**src/rtl/buffered_fork_if.sv**
```systemverilog
`default_nettype none
// ============================================================================
// Module      : buffered_fork_if
// Description : Producer-side and consumer-side handshake bundle for buffered_fork.
// Revision    : 1.0 - initial release
// ============================================================================
interface buffered_fork_if #(
    parameter int Width      = 8,
    parameter int NumOutputs = 4
);
    logic [Width-1:0]            din;
    logic                        din_valid;
    logic                        din_bp;
    logic [NumOutputs*Width-1:0] dout;
    logic [NumOutputs-1:0]       dout_valid;
    logic [NumOutputs-1:0]       dout_bp;

    // master: the environment (producer + consumers); slave: the fork itself
    modport master (
        output din, din_valid, dout_bp,
        input  din_bp, dout, dout_valid
    );
    modport slave (
        input  din, din_valid, dout_bp,
        output din_bp, dout, dout_valid
    );
endinterface
`default_nettype wire

```
**src/rtl/buffered_fork.sv**
```systemverilog
`default_nettype none
// ============================================================================
// Module      : buffered_fork
// Description : Replicates each input token to NumOutputs channels, each with
//               its own Depth-entry circular FIFO.
// Revision    : 1.0 - initial release
// ============================================================================
module buffered_fork #(
    parameter int Width      = 8,
    parameter int NumOutputs = 4,
    parameter int Depth      = 2
) (
    input  logic           clk,
    input  logic           resetn,
    buffered_fork_if.slave bus
);
    localparam int CNT_W = $clog2(Depth + 1);
    localparam int PTR_W = (Depth > 1) ? $clog2(Depth) : 1;
    localparam logic [CNT_W-1:0] FULL_CNT = CNT_W'(Depth);
    localparam logic [PTR_W-1:0] LAST_PTR = PTR_W'(Depth - 1);

    logic [NumOutputs-1:0] full;
    logic                  din_bp;
    logic                  accept;

    // Backpressure comes from registered occupancy only, so a full channel
    // blocks input even in a cycle where it is also popping.
    assign din_bp     = ~resetn | (|full);
    assign bus.din_bp = din_bp;
    assign accept     = bus.din_valid & ~din_bp;

    for (genvar i = 0; i < NumOutputs; i++) begin : g_chan
        logic [Width-1:0] mem_q [Depth];
        logic [PTR_W-1:0] rd_ptr_q, rd_ptr_d;
        logic [PTR_W-1:0] wr_ptr_q, wr_ptr_d;
        logic [CNT_W-1:0] count_q,  count_d;
        logic             pop;

        assign pop = (count_q != '0) & ~bus.dout_bp[i];

        always_comb begin
            rd_ptr_d = rd_ptr_q;
            wr_ptr_d = wr_ptr_q;
            count_d  = count_q;
            if (accept) begin
                wr_ptr_d = (wr_ptr_q == LAST_PTR) ? '0 : wr_ptr_q + 1'b1;
            end
            if (pop) begin
                rd_ptr_d = (rd_ptr_q == LAST_PTR) ? '0 : rd_ptr_q + 1'b1;
            end
            if (accept && !pop) begin
                count_d = count_q + 1'b1;
            end else if (!accept && pop) begin
                count_d = count_q - 1'b1;
            end
        end

        always_ff @(posedge clk) begin
            if (!resetn) begin
                rd_ptr_q <= '0;
                wr_ptr_q <= '0;
                count_q  <= '0;
            end else begin
                rd_ptr_q <= rd_ptr_d;
                wr_ptr_q <= wr_ptr_d;
                count_q  <= count_d;
            end
        end

        // Storage is deliberately left unreset; occupancy alone qualifies it.
        always_ff @(posedge clk) begin
            if (accept) begin
                mem_q[wr_ptr_q] <= bus.din;
            end
        end

        assign full[i]                     = (count_q == FULL_CNT);
        assign bus.dout_valid[i]           = (count_q != '0);
        assign bus.dout[i*Width +: Width]  = mem_q[rd_ptr_q];
    end

endmodule
`default_nettype wire

```
**src/flat_wrapper.sv**
```systemverilog
// flat-port wrapper written by rule: the top's interface ports become plain ports
module buffered_fork_flat 
#(
    parameter int Width      = 8,
    parameter int NumOutputs = 4,
    parameter int Depth      = 2
)
  (clk, resetn, bus_din, bus_din_valid, bus_dout_bp, bus_din_bp, bus_dout, bus_dout_valid);
  buffered_fork_if #(.Width(Width), .NumOutputs(NumOutputs)) bus_i ();
  input  logic clk;
  input  logic resetn;
  input wire logic [$bits(bus_i.din)-1:0] bus_din;
  input wire logic [$bits(bus_i.din_valid)-1:0] bus_din_valid;
  input wire logic [$bits(bus_i.dout_bp)-1:0] bus_dout_bp;
  output wire logic [$bits(bus_i.din_bp)-1:0] bus_din_bp;
  output wire logic [$bits(bus_i.dout)-1:0] bus_dout;
  output wire logic [$bits(bus_i.dout_valid)-1:0] bus_dout_valid;
  assign bus_i.din = bus_din;
  assign bus_i.din_valid = bus_din_valid;
  assign bus_i.dout_bp = bus_dout_bp;
  assign bus_din_bp = bus_i.din_bp;
  assign bus_dout = bus_i.dout;
  assign bus_dout_valid = bus_i.dout_valid;
  buffered_fork #(.Width(Width), .NumOutputs(NumOutputs), .Depth(Depth)) u_core (.clk(clk), .resetn(resetn), .bus(bus_i));
endmodule
```
**config.mk**
```make
export PLATFORM = sky130hd
export DESIGN_NAME = buffered_fork_flat
export DESIGN_NICKNAME = d
export VERILOG_FILES = /design/src/rtl/buffered_fork_if.sv /design/src/rtl/buffered_fork.sv /design/src/flat_wrapper.sv
export SDC_FILE = /design/constraint.sdc
export NUM_CORES = 1
export LEC_CHECK = 0
export CORE_MARGIN = 4
export CORE_UTILIZATION = 35
export DETAILED_ROUTE_END_ITERATION = 6
export GPL_TIMING_DRIVEN = 0
export PLACE_DENSITY = 0.67
export SKIP_CTS_REPAIR_TIMING = 1
export SYNTH_ARGS = -nofsm -noshare
export SYNTH_HDL_FRONTEND = slang
export SYNTH_SLANG_ARGS = --single-unit
```
**constraint.sdc**
```tcl
create_clock -name clk -period 3.4 [get_ports clk]
set_input_delay 0.85 -clock clk [delete_from_list [all_inputs] [get_ports clk]]
set_output_delay 0.85 -clock clk [all_outputs]
set_load 0.01 [all_outputs]
```
==> summary.txt <==
H-tree depth: 3
Cells after synthesis: 199
Gr ovfl total: 0
ANT cells: 0
DR WL/cell: 15.3 µm
Final period util: 93.8%
Placed insts: 358
Initial antenna violation count: 0
Post-layout min period: 3.19 ns
Worst EP arrival: 2.34 ns
Clk slew on worst S/H paths: 0.08 ns
WHS: 0.492 ns
Setup violators final: 0
Row count: 34
Fin Setup TNS: 0 ns
Max-cap viol count: 0
Deepest clock path buffer count: 2
CTS tree: yes
Yosys reg bits: 84
Layout cells sized above 1: 20.3%
Vias in the first global route: 1826
Min-delay worst type: register to register
Max frequency: 0.313 GHz
Post-Syn Area: 3220 µm²
Register area share after synthesis: 72.1%
Worst VDD drop: 0.000345 V
Max-slew headroom: 51.5%
Clock skew: 0.00945 ns
# nets final: 280
DRT Pass-1 Iters: 4
Cell variety after synth: 22
Status: finished clean
Leakage power: 0.00140 µW
Syn_area_per_cell: 16.2 µm²
Crit end category: output port
PwrDens: 724 nW/µm²
WL final: 5730 µm
Global-route wire length before repair: 9490 µm
# clock sinks: 84
IO Pins: 52
Pin count of the biggest net entering global routing: 16
Pins Over Slew Limit: 0
GRT Util Overall: 11.2%
Layout Cells excl Fill: 374
Final Hold Fails: 0
Clock Latency Late Sink: 0.35 ns
Slew @ Worst Pin: 0.724 ns
DRT antenna net count: 0
CTS buffer count: 9
Kind of critical path: primary input to output port
Synth Net Count: 218
Ys Warns: 0
Via Count: 1715
Port bufs: 51
Die width: 104 µm
Full die area: 10800 µm²
Core area: 8850 µm²
Vias per cell: 4.59
Placer Congestion: 0.744
Largest fanout on the critical path: 10
Die height: 104 µm
Unrepaired setup endpoints after global routing: false
Final design utilization: 45.7%
Post-DP HPWL: 3890 µm
Setup crit start kind: primary input
Initial Util: 36.4%
Area added between synthesis and finish: 25.6%
CTS root buf: clkbuf_8
Critical Path RT: 2.55 ns
DRC viols: 0
Initial drt markers: 80
-- layer usage --
layer | up-vias | routed length, µm | track usage (%)
met5 | - | 0 | 0
met4 | 0 | 50 | 2.85
met3 | 8 | 304 | 4.16
met2 | 50 | 2640 | 17.7
met1 | 817 | 2730 | 14.7
li1 | 840 | - | -
-- report_power, final --
group          switching (µW)  leakage (µW)  internal [µW]
Sequential               77.9      0.000748           1280
Clock                     359     0.0000831            272
Combinational             412      0.000573            522
-- layout by cell type (no fill, tap or decap) --
cell	n
edfxtp_1	64
clkdlybuf4s50_1	51
mux2_2	32
dfxtp_1	20
and2_1	12
clkbuf_8	9
nor2_1	8
xnor2_1	8
inv_1	7
clkbuf_1	7
nand2b_1	5
or2_2	4
xor2_1	4
o21ai_0	4
or3_1	4
a21boi_0	4
nand2_1	4
mux2i_1	4
ha_1	4
clkinv_4	3
clkinvlp_4	2
inv_2	1
a222oi_1	1
nand4_2	1
buf_6	1
nand3_1	1
inv_6	1
-- area by class of cell --
| cell class | count | area (µm²) |
|---|---|---|
| Multi-Input combinational cell | 100 | 835 |
| Fill cell | 806 | 4800 |
| Clock buffer | 10 | 128 |
| Clock inverter | 6 | 50.0 |
| Timing Repair Buffer | 51 | 510 |
| Inverter | 8 | 30.0 |
| Tap cell | 108 | 135 |
| Sequential cell | 84 | 2320 |
| Buffer | 7 | 33.8 |
-- cells in the mapped netlist --
master | n | share of area (%)
edfxtp_1 | 64 | 60
mux2_2 | 32 | 11
dfxtp_1 | 20 | 12
and2_1 | 12 | 2.3
nor2_1 | 8 | 0.93
xnor2_1 | 8 | 2.2
inv_1 | 7 | 0.82
clkbuf_1 | 6 | 0.70
nand2b_1 | 5 | 0.97
a21boi_0 | 4 | 0.93
ha_1 | 4 | 1.6
mux2i_1 | 4 | 1.2
nand2_1 | 4 | 0.47
o21ai_0 | 4 | 0.62
or2_2 | 4 | 0.78
or3_1 | 4 | 0.78
xor2_1 | 4 | 1.1
a222oi_1 | 1 | 0.31
buf_6 | 1 | 0.35
inv_2 | 1 | 0.12
nand3_1 | 1 | 0.16
nand4_2 | 1 | 0.39
-- worst max-delay path, cell delays in order --
cell,delay (ns)
clkdlybuf4s50_1,0.54
clkbuf_1,0.33
nand3_1,0.11
clkdlybuf4s50_1,0.50
-- final timing paths --
kind / depth (start not counted) / slack [ns] / endpoint / start
worst min register to register: 1 / 0.49 / u_core.g_chan[0].wr_ptr_q / u_core.g_chan[0].wr_ptr_q
worst min-delay path: 1 / 0.49 / u_core.g_chan[0].wr_ptr_q / u_core.g_chan[0].wr_ptr_q
worst max-delay path: 4 / 0.21 / bus_din_bp / resetn
worst max register to register: 8 / 0.91 / u_core.g_chan[3].count_q[1] / u_core.g_chan[2].count_q[0]
-- kinds of logic after synthesis --
kind of cell	Yosys count	share of synthesized area, %
compound gates	9	1.86
simple gates	39	6.80
buf+inv	15	1.98
xor+xnor	12	3.26
flops	84	72.1
fa+ha+maj	4	1.55
mux	36	12.4
-- stage by stage --
stage / setup slack (ns) / cell area, µm² / total power, µW
floorplan: 1.26 / 3220 / 1930
global placement: 0.166 / 3870 / 2310
detailed placement: 0.174 / 3870 / 2330
CTS: 0.157 / 4040 / 2970
global route: 0.0732 / 4040 / 3100
finish: 0.210 / 4040 / 2930
-- registers in the layout, summed over array words and instances (netlist names), named ones only --
name                    count
u_core.g_chan.mem_q        64
u_core.g_chan.count_q       8
u_core.g_chan.rd_ptr_q      4
u_core.g_chan.wr_ptr_q      4
Note: power is estimated with default switching activity, not from simulation.
